### src/rtl/biquad8_coeff_loader.sv
// Wishbone-master sequencer: replays a staged coefficient set to every biquad selected
// in a target mask, then optionally pulses the shared global coefficient update.
module biquad8_coeff_loader #(
    parameter int unsigned DEPTH       = 32,
    parameter int unsigned ACK_TIMEOUT = 255,
    parameter int unsigned NTARGET     = 16
) (
    input  logic        wb_clk_i,
    input  logic        wb_rst_ni,
    input  logic        ld_we_i,
    input  logic [4:0]  ld_adr_i,
    input  logic [22:0] ld_dat_i,
    input  logic        start_i,
    input  logic [5:0]  count_i,
    input  logic [15:0] target_mask_i,
    input  logic        update_i,
    output logic        busy_o,
    output logic        done_o,
    output logic        err_o,
    output logic        global_update_o,
    output logic        wbm_cyc_o,
    output logic        wbm_stb_o,
    output logic        wbm_we_o,
    output logic [10:0] wbm_adr_o,
    output logic [31:0] wbm_dat_o,
    output logic [3:0]  wbm_sel_o,
    input  logic        wbm_ack_i,
    input  logic        wbm_err_i
);

    localparam int unsigned AW = (DEPTH > 1) ? $clog2(DEPTH) : 1;
    localparam int unsigned TW = (ACK_TIMEOUT > 1) ? $clog2(ACK_TIMEOUT + 1) : 1;

    typedef enum logic [2:0] {
        IDLE,
        SELECT,
        FETCH,
        ISSUE,
        GAP,
        UPDATE,
        DONE
    } state_t;

    state_t         state_q;
    logic [22:0]    ram_q [DEPTH];
    logic [22:0]    word_q;
    logic [5:0]     count_q;
    logic [5:0]     idx_q;
    logic [5:0]     idx_d;
    logic [15:0]    mask_q;
    logic           upd_q;
    logic [3:0]     tgt_q;
    logic [3:0]     sel_d;
    logic [TW-1:0]  tmo_q;
    logic           busy_q;
    logic           done_q;
    logic           err_q;
    logic           gup_q;
    logic           cyc_q;

    // Staging RAM: no reset, writable only while the sequencer is parked.
    always_ff @(posedge wb_clk_i) begin
        if (ld_we_i && state_q == IDLE) begin
            ram_q[ld_adr_i[AW-1:0]] <= ld_dat_i;
        end
    end

    // Lowest set bit of the remaining mask wins; the last assignment in the loop is the lowest.
    always_comb begin
        sel_d = '0;
        for (int unsigned i = 0; i < NTARGET; i++) begin
            if (mask_q[NTARGET-1-i]) begin
                sel_d = 4'(NTARGET - 1 - i);
            end
        end
    end

    assign idx_d = idx_q + 6'd1;

    always_ff @(posedge wb_clk_i or negedge wb_rst_ni) begin
        if (!wb_rst_ni) begin
            state_q <= IDLE;
            word_q  <= '0;
            count_q <= '0;
            idx_q   <= '0;
            mask_q  <= '0;
            upd_q   <= 1'b0;
            tgt_q   <= '0;
            tmo_q   <= '0;
            busy_q  <= 1'b0;
            done_q  <= 1'b0;
            err_q   <= 1'b0;
            gup_q   <= 1'b0;
            cyc_q   <= 1'b0;
        end else begin
            done_q <= 1'b0;
            gup_q  <= 1'b0;
            unique case (state_q)
                IDLE: begin
                    if (start_i) begin
                        count_q <= count_i;
                        mask_q  <= target_mask_i;
                        upd_q   <= update_i;
                        err_q   <= 1'b0;
                        busy_q  <= 1'b1;
                        state_q <= SELECT;
                    end
                end
                SELECT: begin
                    if (mask_q == '0) begin
                        gup_q   <= upd_q;
                        state_q <= UPDATE;
                    end else begin
                        tgt_q         <= sel_d;
                        mask_q[sel_d] <= 1'b0;
                        idx_q         <= '0;
                        state_q       <= (count_q == '0) ? SELECT : FETCH;
                    end
                end
                FETCH: begin
                    word_q  <= ram_q[idx_q[AW-1:0]];
                    cyc_q   <= 1'b1;
                    tmo_q   <= '0;
                    state_q <= ISSUE;
                end
                ISSUE: begin
                    // Bus error takes priority over a simultaneous ack.
                    if (wbm_err_i) begin
                        err_q   <= 1'b1;
                        cyc_q   <= 1'b0;
                        done_q  <= 1'b1;
                        state_q <= DONE;
                    end else if (wbm_ack_i) begin
                        cyc_q   <= 1'b0;
                        state_q <= GAP;
                    end else if (tmo_q == TW'(ACK_TIMEOUT)) begin
                        err_q   <= 1'b1;
                        cyc_q   <= 1'b0;
                        done_q  <= 1'b1;
                        state_q <= DONE;
                    end else begin
                        tmo_q <= tmo_q + 1'b1;
                    end
                end
                GAP: begin
                    idx_q   <= idx_d;
                    state_q <= (idx_d == count_q) ? SELECT : FETCH;
                end
                UPDATE: begin
                    done_q  <= 1'b1;
                    state_q <= DONE;
                end
                DONE: begin
                    busy_q  <= 1'b0;
                    state_q <= IDLE;
                end
                default: state_q <= IDLE;
            endcase
        end
    end

    assign busy_o          = busy_q;
    assign done_o          = done_q;
    assign err_o           = err_q;
    assign global_update_o = gup_q;
    assign wbm_cyc_o       = cyc_q;
    assign wbm_stb_o       = cyc_q;
    assign wbm_we_o        = cyc_q;
    assign wbm_adr_o       = {tgt_q, word_q[22:18], 2'b00};
    assign wbm_dat_o       = {14'b0, word_q[17:0]};
    assign wbm_sel_o       = 4'hF;

endmodule

### config.mk
export PLATFORM = sky130hd
export DESIGN_NAME = biquad8_coeff_loader
export DESIGN_NICKNAME = d
export VERILOG_FILES = /design/src/rtl/biquad8_coeff_loader.sv
export SDC_FILE = /design/constraint.sdc
export NUM_CORES = 1
export LEC_CHECK = 0
export CORE_MARGIN = 10
export CORE_UTILIZATION = 55
export DETAILED_ROUTE_END_ITERATION = 8
export PLACE_DENSITY = 0.79
export SYNTH_ARGS = -nofsm -noshare
export SYNTH_HDL_FRONTEND = slang
export SYNTH_SLANG_ARGS = --single-unit
### constraint.sdc
create_clock -name wb_clk_i -period 2.9 [get_ports wb_clk_i]
set_clock_uncertainty 0.15 [all_clocks]
set_input_delay 0.58 -clock wb_clk_i [delete_from_list [all_inputs] [get_ports wb_clk_i]]
set_output_delay 0.58 -clock wb_clk_i [all_outputs]
set_load 0.02 [all_outputs]
==> flow_summary.yaml <==
status:
  status: "completed"
sta:
  fmax_mhz: 366.2
  hold_violations: 0
  rsz0062_at_grt: "false"
  postLayoutSetupSlackWorst_ns: 0.1690
  setup_tns_ns: 0
  setup_viol: 0
  slew_headroom: 0.3173
  min_period_ns: 2.731
  fin_crit_sh: 0.9417
  tightestPinTransition_ns: 1.024
  report.final.slew_viol_count: 0
critical_path:
  worstSetupStartpoint: "idx_q[0]"
  crit_fanout: 34
  critPathRequiredTime_ns: 3.24
  startpoint_type: "flip-flop"
  cp.arrival_ns: 3.07
  rr_startpoint: "idx_q[0]"
  critical_path_class: "reg2reg"
  crit_path_end_kind: "flip-flop"
floorplanning:
  start_util: 0.5552
  die-area_um2: 68170
  core_area_um2: 57590
  io_pins: 111
  rows: 88
  die_h_um: 261.1
  fp.dieW_um: 261.1
pwr:
  ir_drop_uv: 913.7
  p_per_area_nw_per_um2: 855.2
  p_leak_uw: 0.01209
clock_tree:
  clkLatencyLatePin_ns: 0.64
  cts-root-buf: "clkbuf_16"
  clock_path_buffers: 3
  cts_sinks: 808
  clk_pin_slew_ns: 0.06
  htreeDepth: 3
  cts_made_buffers: 80
  cts_setup_buffers: 0
  tritoncts: "done"
place:
  io_buffers: 90
  place_ws_ns: 0.1387
  dp_cells: 2597
  routabilityCongestion: 0.8988
  dp_hpwl_mm: 51.53
final_layout:
  num-nets-final: 1974
  final_common_cell: "edfxtp_1"
  layout_common_cells: "edfxtp_1, mux4_2, buf_4"
  antennaDiodeCount: 0
  drive_above_1_share: 0.2335
  fin_cells: 2744
  area_growth_pct: 17.07
  fill_cells: 3687
drt:
  first_iter_violations: 2533
  wl_met1_mm: 29.53
  dr_total_vias: 17600
  remaining_drc_errors: 0
  via_per_inst: 6.415
  post_drt_wl_per_cell_um: 29.41
  drtPass1Iterations: 6
  top_layer_used: "met5"
  routed_wl_mm: 80.70
  route.met2.wl_mm: 39.68
  ant_nets: 0
  wl_met3_mm: 9.089
synthesis:
  yosysUniqueCellTypes: 76
  syn_area_um2: 31970
  synth.area.top_cells: "edfxtp_1, mux4_2, dfrtp_1, mux2i_1, nor2_1"
  yosysWarnings: 0
  synthCells: 1694
  avgSynthCellArea_um2: 18.87
  synth_flop_cell: "edfxtp_1"
  ys_ff_latch: 808
  synth_top_area_frac: 0.6913
  async_flop_share: 0.08911
  ys_seq_area_frac: 0.7477
  yosysTopAreaCell: "edfxtp_1"
  synth_edf_count: 736
global_routing:
  grt_pass1_vias: 17900
  grt_first_pass_wirelength_mm: 120.0
  overflow: 0
  antenna_found_initial: 1
  grt_usage: 0.2391
  grt_max_degree: 73
min_path:
  hold_path.class: "reg2reg"
  hp-start: "tgt_q[1]"
run:
  drv_cap: 0
cells by family after synthesis:
family / share of synthesized area
and+or+nand+nor: 0.04583
AOI/OAI and AO/OA: 0.04677
buffers and inverters: 0.02094
other: 0.0002349
xor gates and xnor gates: 0.003561
DFF: 0.7477
adders and majority gates: 0.0007826
muxes: 0.1342
layer usage:
metal  GRT usage  vias to the layer above
met5           0                        -
met4     0.07577                        2
met3     0.06382                      157
met2      0.3908                     1159
li1            -                     7320
met1      0.3111                     8965
area by class of cell:
type                            instances  area (µm²)  area share
Sequential cell                       808       23910      0.6389
Clock inverter                         40       528.0     0.01411
Inverter                                9       33.78   0.0009026
Timing Repair Buffer                  235        2265     0.06051
Tap cell                              765       957.2     0.02557
Multi-Input combinational cell        781        7561      0.2020
Clock buffer                          106        2171     0.05800
path summary, 6_finish.rpt:
| path | to | slack [ns] | depth (start not counted) |
|---|---|---|---|
| max in group asynchronous | idx_q[1] | 1.31 | 2 |
| max reg2reg | word_q[4] | 0.17 | 7 |
| max | word_q[4] | 0.17 | 7 |
| min reg2reg | tgt_q[1] | 0.34 | 2 |
| min in group asynchronous | word_q[6] | 0.54 | 2 |
| min | tgt_q[1] | 0.34 | 2 |
synthesized netlist by cell type, drive strengths merged (25+ instances only):
cell type / count
nand2: 69
clkbuf: 40
edfxtp: 736
buf: 74
nor2b: 25
mux2i: 116
dfrtp: 72
mux4: 139
a21oi: 44
nor2: 87
nand3: 54
per-stage QoR:
step	total power, µW	hold slack, ns	instance area, µm²	util
2_1_floorplan	17790	0.1344	32040	-
3_3_place_gp	21390	0.3132	34720	0.6029
3_5_place_dp	21520	0.3293	34720	0.6029
4_1_cts	32080	0.3298	37430	0.6500
5_1_grt	33070	0.3483	37430	0.6500
6_report	32010	0.3361	37430	0.6500
state kept, by name, indices dropped and copies added, names as in the netlist:
signal and cells:
count_q 6, idx_q 6, word_q 23, wbm_cyc_o 1, global_update_o 1, done_o 1, state_q 3, tmo_q 8
err_o 1, mask_q 16, upd_q 1, ram_q 736, tgt_q 4, busy_o 1
power breakdown:
| group | switching (µW) | total, µW | internal (µW) |
|---|---|---|---|
| registers | 708 | 13900 | 13200 |
| logic | 4220 | 7550 | 3330 |
| clock network | 4410 | 10600 | 6140 |
| total | 9340 | 32000 | 22700 |
critical path, cell delays in order (launching register included):
cell and delay [ns]:
dfrtp_4 0.63, buf_12 0.32, buf_12 0.24, mux2i_1 0.33
o221ai_1 0.28, a21oi_1 0.20, o32a_1 0.28, nand3_1 0.11
what timing repair did:
| item | in CTS | in global routing |
|---|---|---|
| resized for setup | 0 | 0 |
| endpoints found under the hold margin | 2 | 0 |
| hold buffers | 1 | 0 |
Power figures use the tool's default switching activity.
